[src/rtl/fft_stride_detect_if.sv]
// Avalon-ST source bus from the FFT IP core into the stride detector.
//   source_valid / source_ready : beat handshake
//   source_sop / source_eop     : frame delimiters
//   source_error                : FFT error code, nonzero = error
//   source_real / source_imag   : bin value, two's complement, DATA_W bits
//   source_exp                  : block exponent
// master = FFT side, slave = detector side.
interface fft_stride_detect_if #(
  parameter int DATA_W = 12
);
  logic              source_valid;
  logic              source_ready;
  logic              source_sop;
  logic              source_eop;
  logic [1:0]        source_error;
  logic [DATA_W-1:0] source_real;
  logic [DATA_W-1:0] source_imag;
  logic [5:0]        source_exp;

  modport master (
    output source_valid, source_sop, source_eop, source_error,
           source_real, source_imag, source_exp,
    input  source_ready
  );

  modport slave (
    input  source_valid, source_sop, source_eop, source_error,
           source_real, source_imag, source_exp,
    output source_ready
  );
endinterface

[src/rtl/fft_stride_detect.sv]
// Per-frame scan of FFT output bins: finds the first bin above MIN_BIN whose
// L1 magnitude |re|+|im| exceeds THRESH, and the peak bin over the same range.
// The result is held until acknowledged; the FFT is stalled meanwhile.
//
// Ports:
//   clk, rst      : clock, synchronous active-high reset
//   src           : Avalon-ST source bus from the FFT (slave modport)
//   result_valid  : result fields valid, held until result_ack
//   result_ack    : consumer takes the result
//   result_found  : some bin crossed THRESH
//   result_bin    : first qualifying bin (0 if none)
//   result_mag    : magnitude at result_bin (0 if none)
//   peak_bin      : bin of maximum magnitude above MIN_BIN
//   peak_mag      : that maximum
//   frame_err     : frame malformed or FFT error seen (sticky within a frame)
//
// state | meaning
// ------+----------------------------------------------------------------
// IDLE  | waiting for sop; non-sop beats are dropped
// SCAN  | inside a frame, evaluating one bin per accepted beat
// DONE  | result held, source_ready low, waiting for result_ack
module fft_stride_detect #(
  parameter int DATA_W  = 12,
  parameter int FFT_LEN = 4096,
  parameter int BIN_W   = 12,
  parameter int MIN_BIN = 300,
  parameter int THRESH  = 38
) (
  input  logic                clk,
  input  logic                rst,
  fft_stride_detect_if.slave  src,
  output logic                result_valid,
  input  logic                result_ack,
  output logic                result_found,
  output logic [BIN_W-1:0]    result_bin,
  output logic [DATA_W:0]     result_mag,
  output logic [BIN_W-1:0]    peak_bin,
  output logic [DATA_W:0]     peak_mag,
  output logic                frame_err
);

  typedef enum logic [1:0] {IDLE, SCAN, DONE} state_t;

  localparam logic [BIN_W-1:0] LAST_BIN = BIN_W'(FFT_LEN - 1);
  localparam logic [31:0]      MIN_U    = MIN_BIN;
  localparam logic [31:0]      THRESH_U = THRESH;

  state_t            state, state_d;
  logic [BIN_W-1:0]  bin_q, bin_d;
  logic              found_d, err_d;
  logic [BIN_W-1:0]  res_bin_d, pk_bin_d;
  logic [DATA_W:0]   res_mag_d, pk_mag_d;

  logic              ready;
  logic              accept;
  logic              restart;
  logic [BIN_W-1:0]  idx;
  logic [DATA_W:0]   abs_re, abs_im, mag;
  logic              base_found, base_err;
  logic [BIN_W-1:0]  base_bin, base_pbin;
  logic [DATA_W:0]   base_mag, base_pmag;
  logic              in_range, hit, last_bin, frame_end, bad_len;

  // The block exponent carries no information for a threshold on raw bins.
  logic [5:0]        unused_exp;
  assign unused_exp = src.source_exp;

  // Sign-extend one bit first so that the most negative input maps to a
  // positive value instead of wrapping.
  function automatic logic [DATA_W:0] abs_ext(input logic [DATA_W-1:0] v);
    logic [DATA_W:0] ext;
    ext = {v[DATA_W-1], v};
    return v[DATA_W-1] ? (~ext + (DATA_W+1)'(1)) : ext;
  endfunction

  assign abs_re = abs_ext(src.source_real);
  assign abs_im = abs_ext(src.source_imag);
  assign mag    = abs_re + abs_im;

  assign ready            = (state != DONE);
  assign src.source_ready = ready;
  assign result_valid     = (state == DONE);
  assign accept           = src.source_valid && ready;

  always_ff @(posedge clk) begin
    if (rst) begin
      state        <= IDLE;
      bin_q        <= '0;
      result_found <= 1'b0;
      result_bin   <= '0;
      result_mag   <= '0;
      peak_bin     <= '0;
      peak_mag     <= '0;
      frame_err    <= 1'b0;
    end else begin
      state        <= state_d;
      bin_q        <= bin_d;
      result_found <= found_d;
      result_bin   <= res_bin_d;
      result_mag   <= res_mag_d;
      peak_bin     <= pk_bin_d;
      peak_mag     <= pk_mag_d;
      frame_err    <= err_d;
    end
  end

  always_comb begin
    state_d   = state;
    bin_d     = bin_q;
    found_d   = result_found;
    res_bin_d = result_bin;
    res_mag_d = result_mag;
    pk_bin_d  = peak_bin;
    pk_mag_d  = peak_mag;
    err_d     = frame_err;

    // A sop starts a fresh frame at bin 0 with cleared working registers.
    // A sop arriving mid-frame also marks the frame as malformed.
    restart    = accept && src.source_sop;
    idx        = restart ? '0 : bin_q + BIN_W'(1);
    base_found = restart ? 1'b0 : result_found;
    base_bin   = restart ? '0   : result_bin;
    base_mag   = restart ? '0   : result_mag;
    base_pbin  = restart ? '0   : peak_bin;
    base_pmag  = restart ? '0   : peak_mag;
    base_err   = restart ? (state == SCAN) : frame_err;

    in_range  = 32'(idx) > MIN_U;
    hit       = in_range && (32'(mag) > THRESH_U) && !base_found;
    last_bin  = (idx == LAST_BIN);
    // The frame ends on eop or on the last bin, whichever comes first;
    // either one without the other means the frame length was wrong.
    frame_end = src.source_eop || last_bin;
    bad_len   = src.source_eop != last_bin;

    case (state)
      IDLE, SCAN: begin
        if ((state == IDLE && restart) || (state == SCAN && accept)) begin
          bin_d     = idx;
          found_d   = base_found | hit;
          res_bin_d = hit ? idx : base_bin;
          res_mag_d = hit ? mag : base_mag;
          if (in_range && (mag > base_pmag)) begin
            pk_bin_d = idx;
            pk_mag_d = mag;
          end else begin
            pk_bin_d = base_pbin;
            pk_mag_d = base_pmag;
          end
          err_d   = base_err | (|src.source_error) | bad_len;
          state_d = frame_end ? DONE : SCAN;
        end
      end
      DONE: begin
        if (result_ack) state_d = IDLE;
      end
      default: state_d = IDLE;
    endcase
  end

endmodule

[src/flat_wrapper.sv]
// flat-port wrapper written by rule: the top's interface ports become plain ports
module fft_stride_detect_flat 
#(
  parameter int DATA_W  = 12,
  parameter int FFT_LEN = 4096,
  parameter int BIN_W   = 12,
  parameter int MIN_BIN = 300,
  parameter int THRESH  = 38
)
  (clk, rst, result_valid, result_ack, result_found, result_bin, result_mag, peak_bin, peak_mag, frame_err, src_source_valid, src_source_sop, src_source_eop, src_source_error, src_source_real, src_source_imag, src_source_exp, src_source_ready);
  fft_stride_detect_if #(.DATA_W(DATA_W)) src_i ();
  input  logic clk;
  input  logic rst;
  output logic result_valid;
  input  logic result_ack;
  output logic result_found;
  output logic [BIN_W-1:0] result_bin;
  output logic [DATA_W:0] result_mag;
  output logic [BIN_W-1:0] peak_bin;
  output logic [DATA_W:0] peak_mag;
  output logic frame_err;
  input wire logic [$bits(src_i.source_valid)-1:0] src_source_valid;
  input wire logic [$bits(src_i.source_sop)-1:0] src_source_sop;
  input wire logic [$bits(src_i.source_eop)-1:0] src_source_eop;
  input wire logic [$bits(src_i.source_error)-1:0] src_source_error;
  input wire logic [$bits(src_i.source_real)-1:0] src_source_real;
  input wire logic [$bits(src_i.source_imag)-1:0] src_source_imag;
  input wire logic [$bits(src_i.source_exp)-1:0] src_source_exp;
  output wire logic [$bits(src_i.source_ready)-1:0] src_source_ready;
  assign src_i.source_valid = src_source_valid;
  assign src_i.source_sop = src_source_sop;
  assign src_i.source_eop = src_source_eop;
  assign src_i.source_error = src_source_error;
  assign src_i.source_real = src_source_real;
  assign src_i.source_imag = src_source_imag;
  assign src_i.source_exp = src_source_exp;
  assign src_source_ready = src_i.source_ready;
  fft_stride_detect #(.DATA_W(DATA_W), .FFT_LEN(FFT_LEN), .BIN_W(BIN_W), .MIN_BIN(MIN_BIN), .THRESH(THRESH)) u_core (.clk(clk), .rst(rst), .src(src_i), .result_valid(result_valid), .result_ack(result_ack), .result_found(result_found), .result_bin(result_bin), .result_mag(result_mag), .peak_bin(peak_bin), .peak_mag(peak_mag), .frame_err(frame_err));
endmodule
[config.mk]
export PLATFORM = sky130hd
export DESIGN_NAME = fft_stride_detect_flat
export DESIGN_NICKNAME = d
export VERILOG_FILES = /design/src/rtl/fft_stride_detect_if.sv /design/src/rtl/fft_stride_detect.sv /design/src/flat_wrapper.sv
export SDC_FILE = /design/constraint.sdc
export NUM_CORES = 1
export LEC_CHECK = 0
export ABC_CLOCK_PERIOD_IN_PS = 6600
export CAP_MARGIN = 10
export CORE_ASPECT_RATIO = 0.5
export CORE_MARGIN = 3
export CORE_UTILIZATION = 57
export CTS_CLUSTER_SIZE = 8
export DETAILED_ROUTE_END_ITERATION = 8
export GPL_TIMING_DRIVEN = 0
export PLACE_DENSITY = 0.85
export SYNTH_ARGS = -nofsm -noshare
export SYNTH_HDL_FRONTEND = slang
export SYNTH_SLANG_ARGS = --single-unit
[constraint.sdc]
create_clock -name clk -period 6.6 [get_ports clk]
set_clock_uncertainty 0.05 [all_clocks]
set_input_delay 0.66 -clock clk [delete_from_list [all_inputs] [get_ports clk]]
set_output_delay 0.66 -clock clk [all_outputs]
set_load 0.05 [all_outputs]
# Yosys cells after proc, flatten, opt, wreduce, memory -nomap -nowiden
# Cells that the tools add are included.
# totals
elab_cells,62
register_bits,66
in_bits,38
# op_classes
n_addsub,4
n_eq_ne,7
n_reduce_logical,19
mux,16
n_lt_le_gt_ge,3
bitwise,5
# ops
operator,n
two-way mux 13 bit,6
two-way mux 12 bit,4
adder 13 x 1 -> 13 bit (second input constant),2
NOT 13 bit,2
adder 13 bit,1
greater-than comparator 13 bit,1
greater-than comparator 13 x 6 -> 1 bit (second input constant),1
adder 12 x 1 -> 12 bit (second input constant),1
equality test 12 bit (second input constant),1
greater-than comparator 12 x 9 -> 1 bit (second input constant),1
logical AND 1 bit,7
two-way mux 2 bit,3
AND reduction 3 bit,2
inequality test 2 x 1 -> 1 bit (second input constant),2
one-hot mux 2 bit (2 select lines),1
AND reduction 2 bit,2
nonzero test 2 bit,2
OR reduction 2 bit,2
bitwise OR 1 bit,3
equality test 2 x 1 -> 1 bit (second input constant),1
equality test 2 bit (second input constant),1
zero test 2 bit,1
logical OR 1 bit,2
two-way mux 1 bit,2
3 further kinds,3

# Depth between registers and ports, before layout
# logic_depth
ltp_word,9
depth_mapped,21

# Worst setup path before layout
# OpenSTA, ideal clock, no wires.
# synth_timing
path_type,input port to flip-flop
start,input src_source_real[4]
end,register u_core.peak_mag[1]
t_arrival_ps,4518
required_ps,6422
path_slack_ps,1905
path_stages,19
path_cell_list,or3_1 -> nor3_1 -> nand3_1 -> o31ai_1 -> xnor2_1 -> ha_1 -> and3_1 -> and3_1 -> a221o_1 -> a21o_1 -> ha_1 -> and2_1 -> nand2_1 -> or4_1 -> o211ai_1 -> buf_4 -> buf_4 -> mux2i_1 -> nor2_1
# synth_between
elab_chain_len,7
# synth_rtl
element,line,rtl
"start, declared",flat_wrapper.sv:26,input wire logic [$bits(src_i.source_real)-1:0] src_source_real;
NOT 13 bit,fft_stride_detect.sv:73,return v[DATA_W-1] ? (~ext + (DATA_W+1)'(1)) : ext;
adder 13 x 1 -> 13 bit,fft_stride_detect.sv:73,
two-way mux 13 bit (*),fft_stride_detect.sv:73,
adder 13 bit (*),fft_stride_detect.sv:78,assign mag = abs_re + abs_im;
greater-than comparator 13 bit (*),fft_stride_detect.sv:143,if (in_range && (mag > base_pmag)) begin
logical AND 1 bit (*),fft_stride_detect.sv:143,
two-way mux 13 bit (*),fft_stride_detect.sv:143,
"end signal, assigned",fft_stride_detect.sv:102,peak_mag <= pk_mag_d;
"end, declared",fft_stride_detect.sv:38,"output logic [DATA_W:0] peak_mag,"
# Mark *: on every way between the ends. The rest lies on a longest branch, timed or not.
# A chain may end at the register's enable or synchronous reset.

# Final worst setup path
# layout_timing
start,input src_source_real[2]
end,register u_core.peak_mag[1]
# Same word-level chain as after synthesis.

==> summary.txt <==
Status
  • Status: finished, final reports clean

Clock tree
  • Post-CTS Hold Buffers: 0
  • Worst-Skew Late Latency: 0.34 ns
  • TritonCTS buffer count: 9
  • CTS-repair resized insts: 0
  • Clock slew at reported path FFs: 0.06 ns
  • Root Driver: clkbuf_16
  • H-tree levels: 3
  • # clock sinks: 66
  • Post-CTS Setup Bufs: 0
  • CTS tree: built
  • Bufs on Longest Clock Path: 2

Routing
  • Drt via density: 6.12
  • Drt pass-1 iters: 5
  • Routed Antenna Nets: 0
  • DR WL/cell: 17.6 um
  • Vias: 4919
  • Post-Route WL: 14.2 mm
  • Drt drc: 0
  • Starting DRC count in detailed routing: 323

Logic synthesis
  • Post-synth EDFFs: 0
  • Cells after Synth: 596
  • Ys Warns: 0
  • Mapped Nets: 662
  • Main synth FF type: dfxtp_1
  • Async SR Flop Fraction: 0
  • Syn Area/Cell: 8.03 um2
  • Yosys reg bits: 66
  • Netlist cell types: 66
  • Post-synthesis sequential area ratio: 0.276
  • Mapped Area: 4780 um2

GRT
  • Gr usage total: 0.293
  • Gr ovfl total: 0
  • Largest net degree at the start of global routing: 13
  • Vias in the first global route: 4661
  • Initial antenna violation count: 0
  • First-pass GRT wire length: 22.7 mm

Finish
  • Area Growth Syn to Fin: 28.2%
  • Commonest non-fill, non-tap cell in the layout: clkdlybuf4s50_1
  • Most frequent cells in the layout: clkdlybuf4s50_1 (84), dfxtp_1 (66), nor2_1 (46)
  • Number of diodes: 0
  • Final #Nets: 757
  • Fraction of layout cells with a size suffix above 1: 0.0704

Die
  • Core area: 7730 um2
  • Die height: 70.8 um
  • Die Area: 9590 um2
  • Die X: 136 um
  • Cell Rows: 22
  • I/O pins: 92
  • Starting Density: 0.618

Pwr
  • Pwr dens: 223 nW/um2
  • Maximum vdd drop: 0.218 mV
  • Leak: 2.17 nW

Critical path
  • Crit path from: src_source_real[2]
  • CP Capture Type: flip-flop
  • CP Launch Type: input port
  • R2R Path Start: u_core.state[0]
  • Worst endpoint required time: 6.76 ns
  • CP max FO: 10
  • Crit path DAT: 5.75 ns
  • Crit Path Class: in2reg

Timing
  • Tightest Pin Transition: 1.07 ns
  • Relative slew slack: 0.277
  • Final hold violation count: 0
  • Final setup margin: 1.01 ns
  • Post-route clock period utilization: 0.847
  • Fmax: 179 MHz
  • Final worst path period need: 5.59 ns
  • Final setup vio count: 0
  • Setup TNS Final: 0 ns
  • Max-slew violation count: 0
  • RSZ-0062 raised after global routing: no

Placed design
  • HPWL Detailed: 10.3 mm
  • GPL Wtd Cong: 0.927
  • IO Port Bufs: 84
  • Dpl ws: 0.762 ns

Hold path
  • Tightest Hold Check Type: reg2reg
  • Min-delay src: u_core.peak_bin[9]

Flow run
  • Max-Cap Viols: 0
-- cell usage after synthesis, drive strengths merged, types with 7 or more instances --
| master | instances | area, um2 |
|---|---|---|
| clkbuf | 32 | 120 |
| o211ai | 13 | 97.6 |
| nand3b | 14 | 105 |
| inv | 21 | 78.8 |
| a21oi | 45 | 225 |
| buf | 9 | 66.3 |
| xnor2 | 28 | 245 |
| nor3b | 20 | 150 |
| nand2b | 18 | 113 |
| nor3 | 13 | 65.1 |
| or3 | 7 | 43.8 |
| ha | 27 | 338 |
| a21o | 7 | 52.6 |
| o31ai | 9 | 67.6 |
| nand3 | 28 | 140 |
| o21ai | 24 | 124 |
| o41ai | 13 | 133 |
| dfxtp | 66 | 1320 |
| mux2 | 10 | 135 |
| nand2 | 45 | 169 |
| nor2 | 47 | 179 |
| nand4b | 9 | 78.8 |
| or2 | 13 | 81.3 |
-- where the power goes --
group | leakage (nW) | switching, W | total, W | internal [W]
Clock | 0.179 | 0.000190 | 0.000609 | 0.000419
Combinational | 1.46 | 0.000213 | 0.000360 | 0.000148
Sequential | 0.532 | 0.00000143 | 0.000402 | 0.000400
-- path summary, 6_finish.rpt --
path,end,slack [ns],cells after the start
min,u_core.peak_bin[9],0.42,2
min reg2reg,u_core.peak_bin[9],0.42,2
max,u_core.peak_mag[1],1.01,21
max reg2reg,u_core.peak_mag[1],2.57,16
-- flip-flops by register name, indices dropped and copies added (netlist names) --
signal	cells
u_core.result_found	1
u_core.peak_bin	12
u_core.result_mag	13
u_core.bin_q	12
u_core.state	2
u_core.peak_mag	13
u_core.result_bin	12
u_core.frame_err	1
-- layout make-up --
type | count | area (um2)
Clock buffer | 10 | 239
Timing Repair Buffer | 84 | 841
Inverter | 21 | 78.8
Sequential cell | 66 | 1320
Fill cell | 561 | 1600
Buffer | 41 | 186
Multi-Input combinational cell | 468 | 3200
Tap cell | 108 | 135
Clock inverter | 6 | 136
-- layer usage --
metal | vias to the layer above | global-route usage | routed length, um
met5 | - | 0 | 0
met4 | 0 | 0.0704 | 181
met3 | 20 | 0.0817 | 1060
met2 | 189 | 0.509 | 6810
met1 | 2343 | 0.363 | 6110
li1 | 2367 | - | -
-- cells by family after synthesis --
logic type / Yosys count / share of synthesized area
buffers and inverters: 62 / 0.0555
xor gates and xnor gates: 35 / 0.0698
and+or+nand+nor: 245 / 0.280
muxes: 15 / 0.0387
DFF: 66 / 0.276
AOI/OAI and AO/OA: 145 / 0.205
adders and majority gates: 28 / 0.0748
-- stage by stage --
step | std cells | instance area (um2) | power [W] | hold slack (ns) | util
2_1_floorplan | 596 | 4780 | 0.000671 | 0.396 | -
3_3_place_gp | 788 | 5760 | 0.000758 | 0.412 | 0.745
3_5_place_dp | 788 | 5760 | 0.000763 | 0.416 | 0.745
4_1_cts | 804 | 6130 | 0.00136 | 0.423 | 0.793
5_1_grt | 804 | 6130 | 0.00143 | 0.443 | 0.793
6_report | 804 | 6130 | 0.00137 | 0.420 | 0.793
-- critical path, stage by stage --
cell	delay (ns)
clkdlybuf4s50_1	0.48
or3_1	0.41
nor3_1	0.21
nand3_1	0.20
o31ai_1	0.28
xnor2_1	0.10
ha_1	0.35
inv_1	0.11
o31ai_1	0.66
a221o_1	0.27
a21o_1	0.24
ha_1	0.28
and2_1	0.19
o21ai_0	0.10
a221o_1	0.18
o211ai_1	0.08
o211ai_1	0.24
buf_4	0.23
buf_4	0.21
mux2i_1	0.19
nor2_1	0.05
No activity file was read; power rests on OpenSTA's default activity.
